<file path="config.mk">
export PLATFORM = sky130hd
export DESIGN_NAME = uart_level_rx
export DESIGN_NICKNAME = d
export VERILOG_FILES = /design/src/rtl/uart_pkg.sv /design/src/rtl/uart_rx_byte.sv /design/src/rtl/uart_level_rx.sv
export SDC_FILE = /design/constraint.sdc
export NUM_CORES = 1
export LEC_CHECK = 0
export CORE_ASPECT_RATIO = 0.8
export CORE_MARGIN = 4
export CORE_UTILIZATION = 62
export DETAILED_ROUTE_END_ITERATION = 7
export GPL_ROUTABILITY_DRIVEN = 1
export PLACE_DENSITY_LB_ADDON = 0.2
export SLEW_MARGIN = 15
export SYNTH_ARGS = -nofsm -noshare
export SYNTH_HDL_FRONTEND = slang
export SYNTH_HIERARCHICAL = 1
export SYNTH_SLANG_ARGS = --single-unit
</file>
<file path="constraint.sdc">
create_clock -name clk -period 6.4 [get_ports clk]
set_clock_uncertainty 0.15 [all_clocks]
set_input_delay 0.64 -clock clk [delete_from_list [all_inputs] [get_ports clk]]
set_output_delay 0.64 -clock clk [all_outputs]
set_load 0.02 [all_outputs]
</file>
<file path="src/rtl/uart_pkg.sv">
// Shared types and constants for the UART level receiver.
// rx_state_t : receiver FSM states
// ASCII_*    : command characters understood by the level parser
// LEVEL_W    : width of the level output
package uart_pkg;

  typedef enum logic [2:0] {
    WAIT_HIGH,
    IDLE,
    START,
    DATA,
    STOP
  } rx_state_t;

  localparam logic [7:0] ASCII_0     = 8'h30;
  localparam logic [7:0] ASCII_9     = 8'h39;
  localparam logic [7:0] ASCII_PLUS  = 8'h2B;
  localparam logic [7:0] ASCII_MINUS = 8'h2D;
  localparam logic [7:0] ASCII_F_UC  = 8'h46;
  localparam logic [7:0] ASCII_F_LC  = 8'h66;

  localparam int LEVEL_W = 4;

endpackage

</file>
<file path="src/rtl/uart_rx_byte.sv">
// 8N1 UART byte receiver with a two-flop input synchroniser.
// clk          : system clock, rising edge
// rst          : synchronous active-high reset
// rx_i         : asynchronous serial line, idle high
// byte_o       : last correctly framed byte
// byte_valid_o : one-cycle pulse when byte_o updates
// frame_err_o  : one-cycle pulse when a stop bit is sampled low
module uart_rx_byte
  import uart_pkg::*;
#(
  parameter int CLKS_PER_BIT = 434
) (
  input  logic       clk,
  input  logic       rst,
  input  logic       rx_i,
  output logic [7:0] byte_o,
  output logic       byte_valid_o,
  output logic       frame_err_o
);

  localparam int CNT_W = $clog2(CLKS_PER_BIT);
  localparam logic [CNT_W-1:0] FULL_LAST = CNT_W'(CLKS_PER_BIT - 1);
  localparam logic [CNT_W-1:0] HALF_LAST = CNT_W'(CLKS_PER_BIT / 2 - 1);

  logic             sync_meta;
  logic             rxs;
  rx_state_t        state;
  rx_state_t        state_next;
  logic [CNT_W-1:0] cnt;
  logic [CNT_W-1:0] cnt_next;
  logic [2:0]       bit_idx;
  logic [2:0]       bit_idx_next;
  logic [7:0]       shift;
  logic [7:0]       shift_next;
  logic             load;
  logic             bad_stop;

  // Next-state logic. In WAIT_HIGH the counter measures a run of idle-high
  // cycles; elsewhere it measures the position inside the current bit.
  // START waits half a bit so every later sample lands mid-bit.
  always_comb begin
    state_next   = state;
    cnt_next     = cnt;
    bit_idx_next = bit_idx;
    shift_next   = shift;
    load         = 1'b0;
    bad_stop     = 1'b0;
    unique case (state)
      WAIT_HIGH: begin
        if (!rxs) begin
          cnt_next = '0;
        end else if (cnt == FULL_LAST) begin
          cnt_next   = '0;
          state_next = IDLE;
        end else begin
          cnt_next = cnt + CNT_W'(1);
        end
      end
      IDLE: begin
        cnt_next = '0;
        if (!rxs) begin
          bit_idx_next = '0;
          state_next   = START;
        end
      end
      START: begin
        if (cnt == HALF_LAST) begin
          cnt_next   = '0;
          state_next = rxs ? IDLE : DATA;
        end else begin
          cnt_next = cnt + CNT_W'(1);
        end
      end
      DATA: begin
        if (cnt == FULL_LAST) begin
          cnt_next   = '0;
          shift_next = {rxs, shift[7:1]};
          if (bit_idx == 3'd7) begin
            state_next = STOP;
          end else begin
            bit_idx_next = bit_idx + 3'd1;
          end
        end else begin
          cnt_next = cnt + CNT_W'(1);
        end
      end
      STOP: begin
        if (cnt == FULL_LAST) begin
          cnt_next = '0;
          if (rxs) begin
            load       = 1'b1;
            state_next = IDLE;
          end else begin
            bad_stop   = 1'b1;
            state_next = WAIT_HIGH;
          end
        end else begin
          cnt_next = cnt + CNT_W'(1);
        end
      end
      default: begin
        state_next = WAIT_HIGH;
        cnt_next   = '0;
      end
    endcase
  end

  // State, datapath and output registers. The synchroniser resets to the
  // idle-high level so reset itself never looks like a start bit.
  always_ff @(posedge clk) begin
    if (rst) begin
      sync_meta    <= 1'b1;
      rxs          <= 1'b1;
      state        <= WAIT_HIGH;
      cnt          <= '0;
      bit_idx      <= '0;
      shift        <= '0;
      byte_o       <= '0;
      byte_valid_o <= 1'b0;
      frame_err_o  <= 1'b0;
    end else begin
      sync_meta    <= rx_i;
      rxs          <= sync_meta;
      state        <= state_next;
      cnt          <= cnt_next;
      bit_idx      <= bit_idx_next;
      shift        <= shift_next;
      byte_valid_o <= load;
      frame_err_o  <= bad_stop;
      if (load) begin
        byte_o <= shift;
      end
    end
  end

endmodule

</file>
<file path="src/rtl/uart_level_rx.sv">
// UART front end for the LED bar display: receives bytes and interprets
// ASCII level commands ('0'..'9', 'F'/'f', '+', '-').
// clk           : system clock, rising edge
// rst           : synchronous active-high reset
// rx_i          : asynchronous serial line, idle high
// byte_o        : last correctly framed byte
// byte_valid_o  : one-cycle pulse when byte_o updates
// frame_err_o   : one-cycle pulse on a bad stop bit
// level_o       : current level 0..LEVEL_MAX
// level_valid_o : one-cycle pulse on every level write
module uart_level_rx
  import uart_pkg::*;
#(
  parameter int CLK_FREQ  = 50_000_000,
  parameter int BAUD      = 115200,
  parameter int LEVEL_MAX = 10
) (
  input  logic               clk,
  input  logic               rst,
  input  logic               rx_i,
  output logic [7:0]         byte_o,
  output logic               byte_valid_o,
  output logic               frame_err_o,
  output logic [LEVEL_W-1:0] level_o,
  output logic               level_valid_o
);

  localparam int CLKS_PER_BIT = CLK_FREQ / BAUD;
  localparam logic [LEVEL_W-1:0] LVL_MAX = LEVEL_W'(LEVEL_MAX);

  logic [LEVEL_W-1:0] digit;
  logic [LEVEL_W-1:0] level_next;
  logic               level_write;

  uart_rx_byte #(
    .CLKS_PER_BIT(CLKS_PER_BIT)
  ) u_rx (
    .clk          (clk),
    .rst          (rst),
    .rx_i         (rx_i),
    .byte_o       (byte_o),
    .byte_valid_o (byte_valid_o),
    .frame_err_o  (frame_err_o)
  );

  // ASCII digits carry their value in the low nibble; clamp in case the
  // ceiling is configured below 9.
  assign digit = (byte_o[3:0] > LVL_MAX) ? LVL_MAX : byte_o[3:0];

  // Command decode for the byte just received; unknown bytes write nothing.
  always_comb begin
    level_next  = level_o;
    level_write = 1'b0;
    if (byte_valid_o) begin
      if (byte_o >= ASCII_0 && byte_o <= ASCII_9) begin
        level_next  = digit;
        level_write = 1'b1;
      end else if (byte_o == ASCII_F_UC || byte_o == ASCII_F_LC) begin
        level_next  = LVL_MAX;
        level_write = 1'b1;
      end else if (byte_o == ASCII_PLUS) begin
        level_next  = (level_o < LVL_MAX) ? level_o + LEVEL_W'(1) : LVL_MAX;
        level_write = 1'b1;
      end else if (byte_o == ASCII_MINUS) begin
        level_next  = (level_o != '0) ? level_o - LEVEL_W'(1) : '0;
        level_write = 1'b1;
      end
    end
  end

  // Level register; the pulse fires on every write, even if the value holds.
  always_ff @(posedge clk) begin
    if (rst) begin
      level_o       <= '0;
      level_valid_o <= 1'b0;
    end else begin
      level_valid_o <= level_write;
      if (level_write) begin
        level_o <= level_next;
      end
    end
  end

endmodule

</file>
==> results.py, run 1 <==
metrics = {
    "run_status": {
        "run_status": "finished, final reports clean",
    },
    "clock_tree": {
        "post_cts_resized": 0,
        "insertion_delay_ps": 290,
        "cts_sinks": 40,
        "clkTransAtPathRegs_ps": 80,
        "cts_root_buf": "sky130_fd_sc_hd__clkbuf_8",
        "cts_max_path_buffers": 2,
        "post_cts_buffers": 0,
        "cts.htree.levels": 2,
        "cts_hold_repair.buffers": 0,
        "tritoncts_clock_tree": "yes",
        "tritoncts_buffer_count": 5,
    },
    "sta": {
        "setup_viol": 0,
        "period_needed_ps": 2418,
        "relSlewSlack_pct": 33.63,
        "max_slew.worst_pin.slew_ps": 990.1,
        "setup_total_negative_slack_ps": 0,
        "post-route-period-util_pct": 37.78,
        "slew_viol_final": 0,
        "grt_setup_unrepaired": "false",
        "setup_slack_ps": 3982,
        "report.final.hold_viol_count": 0,
        "achievable_freq_mhz": 413.6,
    },
    "floorplan": {
        "floorplan.die.height_um": 61.28,
        "design.die.area_mm2": 0.004571,
        "floorplan.io_pins": 18,
        "rows": 19,
        "fp.dieW_um": 74.60,
        "coreArea_mm2": 0.003423,
        "starting_utilization_of_the_core_area_pct": 64.25,
    },
    "layout": {
        "area_delta_synth_final_pct": 12.46,
        "num_antenna_cells": 0,
        "finish.net_count": 244,
        "fillerInstances": 259,
        "final-seq-area_um2": 800.8,
        "finalInstanceArea_mm2": 0.002474,
        "drive_above_1_share_pct": 17.45,
        "multi_input_comb_area_mm2": 0.001314,
    },
    "worst_setup_path": {
        "timing.critical_path.cells": "inv_1 > ha_1 > and3b_1 > or4_1 > a211o_1 > a221oi_1 > nor3_1",
        "crit_path_top_delay_cell": "sky130_fd_sc_hd__dfxtp_1",
        "critical_path.endpoint_type": "flop",
        "max_stage_delay_ps": 490,
        "critical_path_required_ps": 6410,
        "worst_ep_arrival_time_ps": 2420,
        "critical_path_peak_fanout": 8,
        "timing_worst_setup_path_type": "reg2reg",
        "critical_path.startpoint_type": "flop",
    },
    "yosys": {
        "synth.yosys.seq_area_share_pct": 36.41,
        "ys_ff_latch": 40,
        "netlist_area_mm2": 0.002200,
        "synth_area_per_cell_um2": 9.998,
        "netlist_instances": 220,
        "async_reset_ff_share_pct": 0,
        "synth.lib_cells_used.distinct": 64,
        "yosysWarningCount": 6,
        "synth_flop_cell": "sky130_fd_sc_hd__dfxtp_1",
        "mappedNetlistNets": 230,
        "synth_enable_flop_cells": 0,
    },
    "detailed_routing": {
        "detail_route.wirelength_um": 4598,
        "avgRoutedWirePerCell_um": 16.60,
        "final_antenna_net_count": 0,
        "viasPerCell": 6.061,
        "iter_0_drt_violations": 95,
        "detailroute.via_count": 1679,
        "drcViolationCount": 0,
        "drt-pass1-iter-count": 4,
    },
    "global_route": {
        "grt.total_usage_pct": 22.13,
        "grt_start_max_net_pins": 36,
        "grt_pass1_wl_um": 7776,
        "grt.overflow.total": 0,
        "antenna_violations_before_repair": 0,
        "vias_in_the_first_global_route": 1691,
    },
    "power_and_ir_drop": {
        "vdd_drop_max_mv": 0.09884,
        "final_total_power_mw": 0.4814,
        "cellLeakagePower_nw": 0.8092,
        "cellPowerDensity_mw_per_mm2": 194.6,
    },
    "flow_run": {
        "drv.max_cap_violation_count": 0,
    },
    "worst_hold_path": {
        "holdCritPathClass": "reg2reg",
    },
    "placement": {
        "placement.io_buffers": 17,
        "detailedPlace.worstSlack_ps": 3544,
        "postPlaceCellArea_mm2": 0.002362,
        "place_congestion": 0.8622,
        "place_hpwl_um": 3239,
    },
}
## critical path: cells and delay by family, from the launching register on
kind / cells / cell delay [ps]
buffers and inverters: 1 / 80
AND/OR/NAND/NOR: 3 / 730
flip-flops: 1 / 490
adder cells (fa/ha/maj): 1 / 260
AO/OA/AOI/OAI: 2 / 570
## power breakdown
group,switching (mW),total (mW),leakage (nW),internal [mW]
logic,0.0140,0.0227,0.431,0.00870
clock network,0.0862,0.202,0.0552,0.116
registers,0.00502,0.257,0.323,0.252
## routing by layer
layer	GRT usage (%)	vias to the layer above	part of all wire, %
li1	-	830	-
met1	25.60	809	46
met2	40.05	35	50
met3	4.731	5	3.2
met4	9.137	0	0.98
met5	0	-	0
## synth_stat cells, drive strengths merged (2+ instances only)
library cell,count,area (µm²)
dfxtp,40,800.8
nand4b,2,23.77
o211ai,2,15.01
nand2,6,22.52
xnor2,5,43.79
o31ai,2,28.78
a21oi,6,30.03
ha,7,87.58
a211oi,4,42.54
or4,2,15.01
clkbuf,4,16.26
nor3b,2,20.02
mux2i,18,180.2
nand4,2,12.51
or3b,2,17.52
o21ai,6,33.78
nor3,13,115.1
nor2b,5,33.78
and4,2,17.52
buf,6,43.79
or3,3,20.02
a211o,3,27.53
nor2,25,93.84
nor4b,2,32.53
xor2,4,35.03
or2,4,25.03
nor4,3,25.02
inv,9,33.78
nand2b,6,45.04
nand3,4,20.02
o21ba,2,20.02
nand4bb,4,77.57
## layout by cell type (no fill, tap or decap), drive strengths merged, types with 5 or more instances in the layout
cell type	instances
ha	7
clkbuf	6
dfxtp	40
a21oi	6
nor3	13
nand2	6
clkdlybuf4s50	16
nand2b	6
xnor2	5
inv	9
o21ai	6
nor2	25
nor2b	5
mux2i	18
## sequential cells by signal (all words and copies together) (netlist names)
name / cells
level_valid_o: 1
u_rx/byte_valid_o: 1
u_rx/bit_idx: 3
u_rx/shift: 8
u_rx/sync_meta: 1
u_rx/cnt: 9
u_rx/frame_err_o: 1
level_o: 4
u_rx/byte_o: 8
u_rx/rxs: 1
u_rx/state: 3
## path summary, 6_finish.rpt
path	from	endpoint	slack (ps)	depth (start not counted)
max	level_o[0]	level_o[2]	3980	7
min	u_rx/sync_meta	u_rx/rxs	280	1
max reg2reg	level_o[0]	level_o[2]	3980	7
min reg2reg	u_rx/sync_meta	u_rx/rxs	280	1
## cell type report
type,count,area share [%]
tap,42,2.124
multi-input combinational,161,53.11
sequential,40,32.37
clock buffer,6,2.934
inverter,9,1.366
clock inverter,2,1.416
timing repair buffer,17,6.677
## per-stage QoR
step | utilization (%) | hold WS (ps) | std cells
after floorplan | - | 239.5 | 220
after global placement | 69.01 | 249.3 | 269
after detailed placement | 69.01 | 263.2 | 269
after CTS | 72.15 | 283.5 | 277
after global routing | 72.26 | 291.0 | 277
final | 72.26 | 284.4 | 277
## cells by family after synthesis
family	count (synthesis)	synth area share (%)
XOR/XNOR	9	3.583
flip-flops	40	36.41
AND/OR/NAND/NOR	91	29.98
multiplexers	18	8.191
AO/OA/AOI/OAI	36	13.60
buffers and inverters	19	4.266
adder cells (fa/ha/maj)	7	3.982
Note: power is estimated with default switching activity, not from simulation.
==> inputs of run 2 (changes only) <==
--- a/config.mk
+++ b/config.mk
@@ -7,7 +7,7 @@
 export LEC_CHECK = 0
 export CORE_ASPECT_RATIO = 0.8
 export CORE_MARGIN = 4
-export CORE_UTILIZATION = 62
+export CORE_UTILIZATION = 57
 export DETAILED_ROUTE_END_ITERATION = 7
 export GPL_ROUTABILITY_DRIVEN = 1
 export PLACE_DENSITY_LB_ADDON = 0.2
==> constraint.sdc (replaced) <==
create_clock -name clk -period 2.4 [get_ports clk]
set_clock_uncertainty 0.15 [all_clocks]
set_input_delay 0.24 -clock clk [delete_from_list [all_inputs] [get_ports clk]]
set_output_delay 0.24 -clock clk [all_outputs]
set_load 0.02 [all_outputs]
==> run 2 against run 1 <==
Against the previous run: final area grew 2.0%; clock power increased to 2.8 times the previous value; combinational power rose to 2.8 times the previous value; critical path type unchanged; critical endpoint unchanged.
==> results.py, run 2 (same netlist as run 1, synthesis figures left out) <==
metrics = {
    "run_status": {
        "run_status": "finished, final reports clean",
    },
    "layout": {
        "area_delta_synth_final_pct": 14.73,
        "registers.top_by_ff_count": "u_rx/cnt",
        "mostFrequentLayoutCell": "sky130_fd_sc_hd__dfxtp_1",
        "finalInstanceArea_mm2": 0.002524,
        "num_antenna_cells": 0,
        "instances_no_fill": 283,
        "finish.net_count": 250,
        "largest_register_ffs": 9,
        "final_cell_mix": "sky130_fd_sc_hd__dfxtp_1, sky130_fd_sc_hd__nor2_1, sky130_fd_sc_hd__mux2i_1",
        "drive_above_1_share_pct": 19.92,
        "layout_top_registers": "u_rx/cnt x9, u_rx/byte_o x8, u_rx/shift x8",
    },
    "worst_setup_path": {
        "timing.reg2reg.setup_slack_ps": 150,
        "rr_worst_depth": 7,
        "critical_path.startpoint_type": "flop",
        "critical_path_peak_fanout": 7,
        "worst_ep_arrival_time_ps": 2270,
        "critical_path_required_ps": 2430,
        "timing_worst_setup_path_type": "reg2reg",
        "worst_reg2reg_startpoint": "level_o[1]",
        "critical_path.endpoint_type": "flop",
        "r2r-end": "level_o[2]",
    },
    "clock_tree": {
        "cts_root_buf": "sky130_fd_sc_hd__clkbuf_8",
        "clkTransAtPathRegs_ps": 80,
        "cts_max_path_buffers": 2,
        "insertion_delay_ps": 300,
        "tritoncts_clock_tree": "yes",
        "cts_hold_repair.buffers": 0,
        "cts_sinks": 40,
        "tritoncts_buffer_count": 5,
        "post_cts_buffers": 0,
        "cts.htree.levels": 2,
    },
    "floorplan": {
        "starting_utilization_of_the_core_area_pct": 61.68,
        "fp.dieW_um": 77.45,
        "floorplan.io_pins": 18,
        "floorplan.die.height_um": 63.56,
        "coreArea_mm2": 0.003566,
        "design.die.area_mm2": 0.004923,
        "rows": 19,
    },
    "power_and_ir_drop": {
        "final_total_power_mw": 1.306,
        "cellLeakagePower_nw": 0.8386,
        "vdd_drop_max_mv": 0.5158,
        "cellPowerDensity_mw_per_mm2": 517.5,
    },
    "worst_hold_path": {
        "hold_depth": 1,
        "holdCritPathClass": "reg2reg",
        "hold_end": "u_rx/rxs",
        "timing.hold.worst.start": "u_rx/sync_meta",
    },
    "sta": {
        "setup_viol": 0,
        "setup_total_negative_slack_ps": 0,
        "relSlewSlack_pct": 60.20,
        "report.final.hold_viol_count": 0,
        "max_slew.worst_pin.slew_ps": 597.0,
        "slew_viol_final": 0,
        "grt_setup_unrepaired": "false",
        "period_needed_ps": 2245,
        "post-route-period-util_pct": 93.56,
        "achievable_freq_mhz": 445.4,
    },
    "global_route": {
        "grt_pass1_wl_um": 7955,
        "antenna_violations_before_repair": 0,
        "vias_in_the_first_global_route": 1629,
        "grt_start_max_net_pins": 27,
        "grt.total_usage_pct": 20.16,
        "grt.overflow.total": 0,
    },
    "detailed_routing": {
        "detailroute.via_count": 1667,
        "viasPerCell": 5.890,
        "iter_0_drt_violations": 170,
        "final_antenna_net_count": 0,
        "detail_route.wirelength_um": 4540,
        "drcViolationCount": 0,
        "drt-pass1-iter-count": 4,
        "avgRoutedWirePerCell_um": 16.04,
    },
    "flow_run": {
        "drv.max_cap_violation_count": 0,
    },
    "placement": {
        "place_hpwl_um": 3368,
        "place_congestion": 0.9233,
        "placement.io_buffers": 17,
        "post-place-cells": 275,
        "postPlaceCellArea_mm2": 0.002407,
    },
}
-- run 2: per-layer routing --
metal | track usage [%] | part of all wire (%)
met5 | 0 | 0
met4 | 6.889 | 1.4
met3 | 5.698 | 5.6
met2 | 29.74 | 45
met1 | 28.05 | 48
-- run 2: worst max-delay path: stages, from the launching register on --
cell                       delay [ps]
sky130_fd_sc_hd__dfxtp_2          400
sky130_fd_sc_hd__inv_1             80
sky130_fd_sc_hd__ha_1             220
sky130_fd_sc_hd__and3b_1          170
sky130_fd_sc_hd__or4_1            470
sky130_fd_sc_hd__a211o_1          270
sky130_fd_sc_hd__a221oi_1         290
sky130_fd_sc_hd__nor3_1            80
-- run 2: how the worst max path moves through the flow --
stage	startpoint	end	slack, ps	cells past startpoint
2_1_floorplan	level_o[0]	level_o[2]	120	7
3_3_place_gp	level_o[1]	level_o[2]	230	7
3_5_place_dp	level_o[1]	level_o[2]	120	7
4_1_cts	level_o[1]	level_o[2]	90	7
5_1_grt	level_o[1]	level_o[2]	50	7
6_report	level_o[1]	level_o[2]	150	7
-- run 2: area by class of cell --
type,count,area (µm²)
inverters,9,33.78
fillers,264,1042
flip-flops and latches,40,802.0
clock buffers,5,68.82
well taps,42,52.55
clock inverters,3,46.29
repair buffers,23,215.2
multi-input cells,161,1305
-- run 2: metrics by stage --
stage	util, %	hold WS [ps]	setup slack, ps
floorplan	-	159.1	123.4
global placement	67.51	243.7	227.2
detailed placement	67.51	249.3	118.6
CTS	70.74	269.4	92.96
global route	70.77	284.2	48.40
finish	70.77	273.9	154.6
-- run 2: repair_timing --
action	in CTS	in global routing
resized for setup	0	1
endpoints found under the setup margin	0	1
hold endpoints to repair	0	0
-- run 2: power breakdown --
group	leakage (nW)	switching [mW]	internal, mW
combinational	0.460	0.0367	0.0267
clock	0.0548	0.246	0.313
sequential	0.324	0.0125	0.671
total	0.839	0.295	1.01
==> inputs of run 3 (changes only) <==
--- a/config.mk
+++ b/config.mk
@@ -7,7 +7,7 @@
 export LEC_CHECK = 0
 export CORE_ASPECT_RATIO = 0.8
 export CORE_MARGIN = 4
-export CORE_UTILIZATION = 57
+export CORE_UTILIZATION = 62
 export DETAILED_ROUTE_END_ITERATION = 7
 export GPL_ROUTABILITY_DRIVEN = 1
 export PLACE_DENSITY_LB_ADDON = 0.2
==> constraint.sdc (replaced) <==
create_clock -name clk -period 2.81 [get_ports clk]
set_clock_uncertainty 0.15 [all_clocks]
set_input_delay 0.281 -clock clk [delete_from_list [all_inputs] [get_ports clk]]
set_output_delay 0.281 -clock clk [all_outputs]
set_load 0.02 [all_outputs]
==> run 3 against run 2 <==
Against the previous run: via count grew 1.5%; core utilization is 2.3 points higher; final area is 0.94% lower; maximum frequency fell by 5.0%; critical path type unchanged; power fell by 16%; clock-buffer cell count rose by 1; sequential power fell by 15%; largest cell class unchanged; worst hold slack got worse by 2.8 ps; largest power group unchanged; combinational power shrank 19%; critical endpoint unchanged.
==> results.py, run 3 (same netlist as run 1, synthesis figures left out) <==
metrics = {
    "run_status": {
        "run_status": "finished, final reports clean",
    },
    "layout": {
        "fillerInstances": 239,
        "instances_no_fill": 281,
        "largest_register_ffs": 9,
        "mostFrequentLayoutCell": "sky130_fd_sc_hd__dfxtp_1",
        "drive_above_1_share_pct": 18.41,
        "area_delta_synth_final_pct": 13.65,
        "layout_top_registers": "u_rx/cnt x9, u_rx/byte_o x8, u_rx/shift x8",
        "final_cell_mix": "sky130_fd_sc_hd__dfxtp_1, sky130_fd_sc_hd__nor2_1, sky130_fd_sc_hd__mux2i_1",
        "num_antenna_cells": 0,
        "registers.top_by_ff_count": "u_rx/cnt",
        "finish.net_count": 248,
    },
    "detailed_routing": {
        "drt-pass1-iter-count": 4,
        "final_antenna_net_count": 0,
        "iter_0_drt_violations": 132,
        "drcViolationCount": 0,
        "avgRoutedWirePerCell_um": 15.88,
        "detail_route.wirelength_um": 4461,
        "viasPerCell": 6.021,
        "detailroute.via_count": 1692,
    },
    "sta": {
        "slew_viol_final": 0,
        "post-route-period-util_pct": 84.15,
        "worst_hold_check_slack_ps": 271.0,
        "grt_setup_unrepaired": "false",
        "achievable_freq_mhz": 422.9,
        "max_slew.worst_pin.slew_ps": 596.9,
        "period_needed_ps": 2365,
        "setup_total_negative_slack_ps": 0,
        "relSlewSlack_pct": 60.20,
        "report.final.hold_viol_count": 0,
        "setup_viol": 0,
    },
    "floorplan": {
        "floorplan.die.height_um": 61.28,
        "fp.dieW_um": 74.60,
        "rows": 19,
        "starting_utilization_of_the_core_area_pct": 64.25,
        "coreArea_mm2": 0.003423,
        "floorplan.io_pins": 18,
        "design.die.area_mm2": 0.004571,
    },
    "worst_setup_path": {
        "rr_worst_depth": 7,
        "critical_path_required_ps": 2830,
        "timing.critical_path.cells": "inv_1 > ha_1 > and3b_1 > or4_1 > a211o_1 > a221oi_1 > nor3_1",
        "critical_path_peak_fanout": 8,
        "timing_worst_setup_path_type": "reg2reg",
        "worst_ep_arrival_time_ps": 2390,
        "cp_top_family": "simple AND/OR/NAND/NOR gates",
        "critical_path.startpoint_type": "flop",
        "max_stage_delay_ps": 490,
        "crit_path_top_delay_cell": "sky130_fd_sc_hd__or4_1",
        "critical_path.endpoint_type": "flop",
        "count_of_buffering_cells_on_the_critical_path_with_inverters_included": 1,
        "path_depth": 7,
    },
    "clock_tree": {
        "cts_max_path_buffers": 2,
        "cts.htree.levels": 2,
        "cts_sinks": 40,
        "tritoncts_clock_tree": "yes",
        "post_cts_buffers": 0,
        "tritoncts_buffer_count": 5,
        "insertion_delay_ps": 290,
        "clkTransAtPathRegs_ps": 80,
        "post_cts_resized": 0,
        "cts_root_buf": "sky130_fd_sc_hd__clkbuf_8",
        "cts_hold_repair.buffers": 0,
    },
    "placement": {
        "post-place-cells": 273,
        "place_hpwl_um": 3097,
        "placement.io_buffers": 17,
        "place_congestion": 0.8298,
    },
    "global_route": {
        "antenna_violations_before_repair": 0,
        "grt_start_max_net_pins": 23,
        "grt_pass1_wl_um": 7500,
        "grt.overflow.total": 0,
        "grt.total_usage_pct": 21.53,
        "vias_in_the_first_global_route": 1641,
    },
    "power_and_ir_drop": {
        "vdd_drop_max_mv": 0.3883,
        "final_total_power_mw": 1.096,
        "cellLeakagePower_nw": 0.8282,
        "cellPowerDensity_mw_per_mm2": 438.2,
    },
    "worst_hold_path": {
        "hold_depth": 1,
        "holdCritPathClass": "reg2reg",
    },
    "flow_run": {
        "drv.max_cap_violation_count": 0,
    },
}
[run 3: path summary, 6_finish.rpt]
check	slack (ps)	startpoint	to
max reg2reg	450	level_o[0]	level_o[2]
min	270	u_rx/sync_meta	u_rx/rxs
max	450	level_o[0]	level_o[2]
min reg2reg	270	u_rx/sync_meta	u_rx/rxs
[run 3: layout make-up]
cell class	instances	area (µm²)	share of cell area, %
Clock inverter	2	35.03	1.401
Inverter	9	33.78	1.351
Sequential cell	40	800.8	32.03
Tap cell	42	52.55	2.102
Timing Repair Buffer	21	200.2	8.008
Multi-Input combinational cell	161	1305	52.20
Clock buffer	6	72.57	2.903
[run 3: routing by layer]
layer | global-route usage [%] | up-vias | part of all wire (%)
met3 | 5.383 | 9 | 3.7
met1 | 27.25 | 807 | 45
li1 | - | 836 | -
met2 | 35.17 | 40 | 49
met5 | 0 | - | 0
met4 | 9.391 | 0 | 1.6
[run 3: worst register-to-register path, stage by stage (launching register included)]
cell and delay, ps:
sky130_fd_sc_hd__dfxtp_1 460, sky130_fd_sc_hd__inv_1 80, sky130_fd_sc_hd__ha_1 250, sky130_fd_sc_hd__and3b_1 180, sky130_fd_sc_hd__or4_1 490, sky130_fd_sc_hd__a211o_1 280, sky130_fd_sc_hd__a221oi_1 280, sky130_fd_sc_hd__nor3_1 80
[run 3: power breakdown]
part / leakage [nW] / internal, mW / switching [mW]
logic: 0.450 / 0.0212 / 0.0303
clock network: 0.0552 / 0.264 / 0.196
registers: 0.323 / 0.574 / 0.0105
total: 0.828 / 0.858 / 0.237
[run 3: stage by stage]
stage | cell area [µm²] | utilization (%) | setup slack, ps
after floorplan | 2200 | - | 533.4
after global routing | 2500 | 73.03 | 254.3
after global placement | 2392 | 69.88 | 617.8
after CTS | 2500 | 73.03 | 461.2
after detailed placement | 2392 | 69.88 | 481.1
final | 2500 | 73.03 | 445.4
==> edit 1: new RTL, config.mk and constraints of run 2 <==
Register the output `level_o` once more, cleared by the reset; this adds one clock of latency there. The other outputs are not delayed to match.
--- a/src/rtl/uart_level_rx.sv
+++ b/src/rtl/uart_level_rx.sv
@@ -28,6 +28,8 @@
   localparam int CLKS_PER_BIT = CLK_FREQ / BAUD;
   localparam logic [LEVEL_W-1:0] LVL_MAX = LEVEL_W'(LEVEL_MAX);
 
+  logic [LEVEL_W-1:0] level_s0;
+
   logic [LEVEL_W-1:0] digit;
   logic [LEVEL_W-1:0] level_next;
   logic               level_write;
@@ -49,7 +51,7 @@
 
   // Command decode for the byte just received; unknown bytes write nothing.
   always_comb begin
-    level_next  = level_o;
+    level_next  = level_s0;
     level_write = 1'b0;
     if (byte_valid_o) begin
       if (byte_o >= ASCII_0 && byte_o <= ASCII_9) begin
@@ -59,10 +61,10 @@
         level_next  = LVL_MAX;
         level_write = 1'b1;
       end else if (byte_o == ASCII_PLUS) begin
-        level_next  = (level_o < LVL_MAX) ? level_o + LEVEL_W'(1) : LVL_MAX;
+        level_next  = (level_s0 < LVL_MAX) ? level_s0 + LEVEL_W'(1) : LVL_MAX;
         level_write = 1'b1;
       end else if (byte_o == ASCII_MINUS) begin
-        level_next  = (level_o != '0) ? level_o - LEVEL_W'(1) : '0;
+        level_next  = (level_s0 != '0) ? level_s0 - LEVEL_W'(1) : '0;
         level_write = 1'b1;
       end
     end
@@ -71,13 +73,21 @@
   // Level register; the pulse fires on every write, even if the value holds.
   always_ff @(posedge clk) begin
     if (rst) begin
-      level_o       <= '0;
+      level_s0      <= '0;
       level_valid_o <= 1'b0;
     end else begin
       level_valid_o <= level_write;
       if (level_write) begin
-        level_o <= level_next;
+        level_s0 <= level_next;
       end
+    end
+  end
+
+  always_ff @(posedge clk) begin
+    if (rst) begin
+      level_o <= '0;
+    end else begin
+      level_o <= level_s0;
     end
   end
 
Function: no difference found for any inputs over 10 cycles, from zero or initial values and one cycle with rst high; that may be too few to reach the edited logic, so the function may still have changed.
==> edit 1 against run 2 <==
Total power rose by 0.54%; die area up 3.0%; cell area grew 2.8%; highest routed layer unchanged; global-route usage shrank 2.0 points; area after synthesis rose by 3.4%; sequential cell count up 4; largest power group unchanged; routed wire length shrank 9.3%; worst setup slack better by 0.12 ns; first-iteration DRC count decreased by 20%; critical endpoint is now level_s0[1]; hold slack got worse by 0.0085 ns.
==> edit 1: results (changes against run 2) <==
Critical path
The launch point of the critical path is u_rx/byte_o[6]. The capturing instance or port of the critical path is level_s0[1]. The longest individual stage delay on the worst path was 0.51 ns (+0.04 ns). The arrival time at the worst endpoint is 2.17 ns (-0.10 ns). The cell with the largest stage delay on the worst path is or4b_1. The number of cells on the worst reg-to-reg path is 4 (-3).

The slack of the worst reg-to-reg path is 0.27 ns (+0.12 ns). The maximum net fanout on the critical path is 6 (-1).

STA
The worst hold slack came to 0.2653 ns (-0.008507 ns). The slew at the pin closest to its max-slew limit is 0.8016 ns (+0.2046 ns).

Route
The iteration-0 DRC count of the detailed router is 136 (-20%). The vias after detailed routing was 1,661 (-0.36%). The final wirelength is 4118 um (-9.3%).

Pwr
The internal cell power was 0.9904 mW (-2.0%). The leakage power is 0.8806 nW (+5.0%). The highest ir drop seen on vdd came to 0.3265 mV (-37%).

Synthesis
The number of distinct library cells after synthesis came to 62 (-3.1%). By instance count, the leading cell after synthesis is dfxtp_1. The total nets after synthesis came to 238 (+3.5%). By count the netlist is led by dfxtp_1, nor2_1, mux2i_1, nor3_2, inv_1. In the post-synthesis netlist, the biggest area contributors are dfxtp_1, mux2i_1, nor2_1, nor3_2, ha_1. The sequential fraction of the synthesis area is 38.75% (+2.3 points).

Layout
The count of nets after finishing was 258 (+3.2%). The fraction of layout cells with a size suffix above 1 came to 18.07% (-1.8 points).

GRT
The overall global routing resource usage is 18.20% (-2.0 points). The maximum number of pins on one net before global-route repair is 16 (-41%).

Status
The run finished with clean final reports.

Placement
The final HPWL from detailed placement came to 2959 um (-12%). The routability congestion estimate from global placement is 0.8489 (-8.1%).

Clock tree
The total clock buffers created by CTS is 5 (unchanged). The depth of the CTS H-tree is 2 (unchanged). The root buffer cell chosen for the clock tree is clkbuf_8.

Min path
The depth of the worst hold-timing path is 1 (unchanged).
edit 1: logic make-up (layout without fill, tap and decap cells):
group,Yosys count,in the layout,share of synthesized area [%]
and+or+nand+nor,92,92,27.52
muxes,20,20,8.861
AOI/OAI and AO/OA,38,38,13.81
DFF,44,44,38.74
buffers and inverters,18,39,3.742
xor gates and xnor gates,9,9,3.467
adders and majority gates,7,7,3.852
edit 1: through the flow:
stage               worst slack, ns  std cells  area, um^2  total power [mW]
finish                       0.2741        304        2595             1.313
global route                 0.2005        304        2595             1.383
CTS                          0.2915        304        2595             1.336
detailed placement           0.3295        296        2502            0.8680
global placement             0.3362        296        2502            0.8662
floorplan                    0.3930        228        2273            0.8422
edit 1: layout make-up:
cell class | instances | area share [%]
inverters | 8 | 1.157
multi-input cells | 166 | 50.39
clock buffers | 5 | 2.652
clock inverters | 3 | 0.9161
well taps | 55 | 2.652
repair buffers | 23 | 8.293
flip-flops and latches | 44 | 33.94
edit 1: power groups by stage:
stage	Clock [mW]	Combinational, mW	Sequential, mW
6_report	0.463	0.0901	0.760
2_1_floorplan	0	0.0692	0.773
4_1_cts	0.485	0.0915	0.760
3_5_place_dp	0	0.0910	0.777
5_1_grt	0.518	0.101	0.763
3_3_place_gp	0	0.0898	0.776
edit 1: layer usage:
metal | up-vias | global-route usage [%] | part of all wire (%) | wire, um
li1 | 857 | - | - | -
met1 | 782 | 27.74 | 53 | 2182
met2 | 19 | 25.85 | 43 | 1773
met3 | 3 | 4.306 | 3.8 | 155
met4 | 0 | 3.930 | 0.15 | 6
met5 | - | 0 | 0 | 0
==> edit 2: new RTL, settings of run 2 <==
Made on the original files. Set the parameter `BAUD` to 57600 (it was 115200).
--- a/src/rtl/uart_level_rx.sv
+++ b/src/rtl/uart_level_rx.sv
@@ -12,7 +12,7 @@
   import uart_pkg::*;
 #(
   parameter int CLK_FREQ  = 50_000_000,
-  parameter int BAUD      = 115200,
+  parameter int BAUD      = 57600,
   parameter int LEVEL_MAX = 10
 ) (
   input  logic               clk,
Check against the original RTL: no difference found for any inputs over 10 cycles, from zero or initial values and one cycle with rst high; that may be too few to reach the edited logic, so the function may still have changed.
==> edit 2 against run 2 <==
Area after synthesis shrank 4.0%; non-clock buffer count shrank 1; sequential power rose by 1%; total power is 9.5% lower; worst setup slack gained 0.042 ns; sequential cell count up 1; largest cell class unchanged; fmax increased by 1.9%; routed wire length fell by 7.0%; sequential share of layout area is 2.2 points higher; utilization shrank 1.6 points; global-route usage down 1.4 points; cell area decreased by 4.3%; critical path depth did not move; via count increased by 1.7%.
==> edit 2: results (changes against run 2) <==
Layout
The filler cell count was 292 (+11%). The fraction of layout cells with a size suffix above 1 is 12.40% (-7.5 points). The sequential cell area in the final layout is 822.0 um^2 (+2.5%).

The largest registers in the layout are u_rx/cnt: 10 flops, u_rx/byte_o: 8 flops, u_rx/shift: 8 flops. The count of nets after finishing is 259 (+3.6%).

Placement
The number of placed instances, taps included is 285 (+3.6%). The placement-stage worst setup slack was 0.1339 ns (+0.01534 ns). The routability congestion estimate from global placement came to 0.8685 (-5.9%). The cell area reported after detailed placement is 2325 um^2 (-3.4%). The final HPWL from detailed placement is 3017 um (-10%).

Pwr
The clock group share of total power came to 38.1% (-4.7 points). The net switching power is 0.2529 mW (-14%). The overall power is 1.182 mW (-9.5%). The part of the power in registers is 58.6% (+6.2 points). The highest ir drop seen on vdd is 0.3922 mV (-24%).

Synthesis
Of all cell types, the one taking the most synthesized area is dfxtp_1. The total nets after synthesis is 240 (+4.3%). The synthesized area per cell is 9.138 um^2 (-8.6%).

The commonest cells after synthesis are dfxtp_1, nor2_1, nand2_1, nand3_1. In the post-synthesis netlist, the biggest area contributors are dfxtp_1, nor2_1, mux2i_1, ha_1, nand3_1.

Status
The flow ran to the end, and the final reports show no timing, DRC or antenna violations.

GRT
The number of global-route vias before repair is 1,631 (+0.12%). The maximum number of pins on one net before global-route repair is 22 (-19%). The overall global routing resource usage is 18.74% (-1.4 points). The wire length of the first global-routing pass is 7548 um (-5.1%).

Route
The iteration-0 DRC count of the detailed router was 92 (-46%). The mean routed wirelength per cell came to 14.46 um (-9.8%).

Critical path
The arrival time at the worst endpoint is 2.21 ns (-0.06 ns).

STA
The slew at the pin closest to its max-slew limit is 0.5164 ns (-0.08052 ns).
edit 2: cell types whose count changed after synthesis, moves of 3 or more:
| cell | before | now |
|---|---|---|
| nand3_1 | 4 | 14 |
| nor3_2 | 10 | 1 |
| nand2_1 | 6 | 14 |
| mux2i_1 | 18 | 11 |
| a21oi_1 | 6 | 11 |
| and3_1 | 0 | 5 |
| nor2_1 | 25 | 30 |
| inv_1 | 9 | 6 |
edit 2: worst max-delay path: cells and delay by family (launching register included):
| family | cells | cell delay, ns |
|---|---|---|
| AND/OR/NAND/NOR | 3 | 0.72 |
| AO/OA/AOI/OAI | 2 | 0.54 |
| flip-flops | 1 | 0.38 |
| adder cells (fa/ha/maj) | 1 | 0.22 |
| buffers and inverters | 1 | 0.07 |
edit 2: kinds of logic (layout without fill, tap and decap cells):
group	after synthesis	in the layout	synth area share, %
AOI/OAI and AO/OA	37	37	12.63
and+or+nand+nor	109	109	31.77
muxes	12	12	5.750
buffers and inverters	16	35	3.260
adders and majority gates	6	6	3.557
DFF	41	41	38.89
xor gates and xnor gates	10	10	4.149
edit 2: worst paths after layout:
kind	to	start	slack, ns
worst max-delay path	level_o[2]	level_o[1]	0.20
worst min-delay path	u_rx/rxs	u_rx/sync_meta	0.27
worst max register to register	level_o[2]	level_o[1]	0.20
worst min register to register	u_rx/rxs	u_rx/sync_meta	0.27
edit 2: area by class of cell:
class	count	area share, %
multi-input cells	174	50.54
flip-flops and latches	41	34.02
repair buffers	22	8.597
clock buffers	6	3.418
well taps	42	2.175
inverters	6	0.9322
clock inverters	1	0.3107
edit 2: routing by layer:
layer	share of wire (%)	GRT usage (%)	wire (um)	up-vias
met4	0.64	5.111	27	0
met2	44	28.95	1842	30
met1	52	26.38	2193	793
met5	0	0	0	-
met3	3.8	3.890	160	4
li1	-	-	-	869
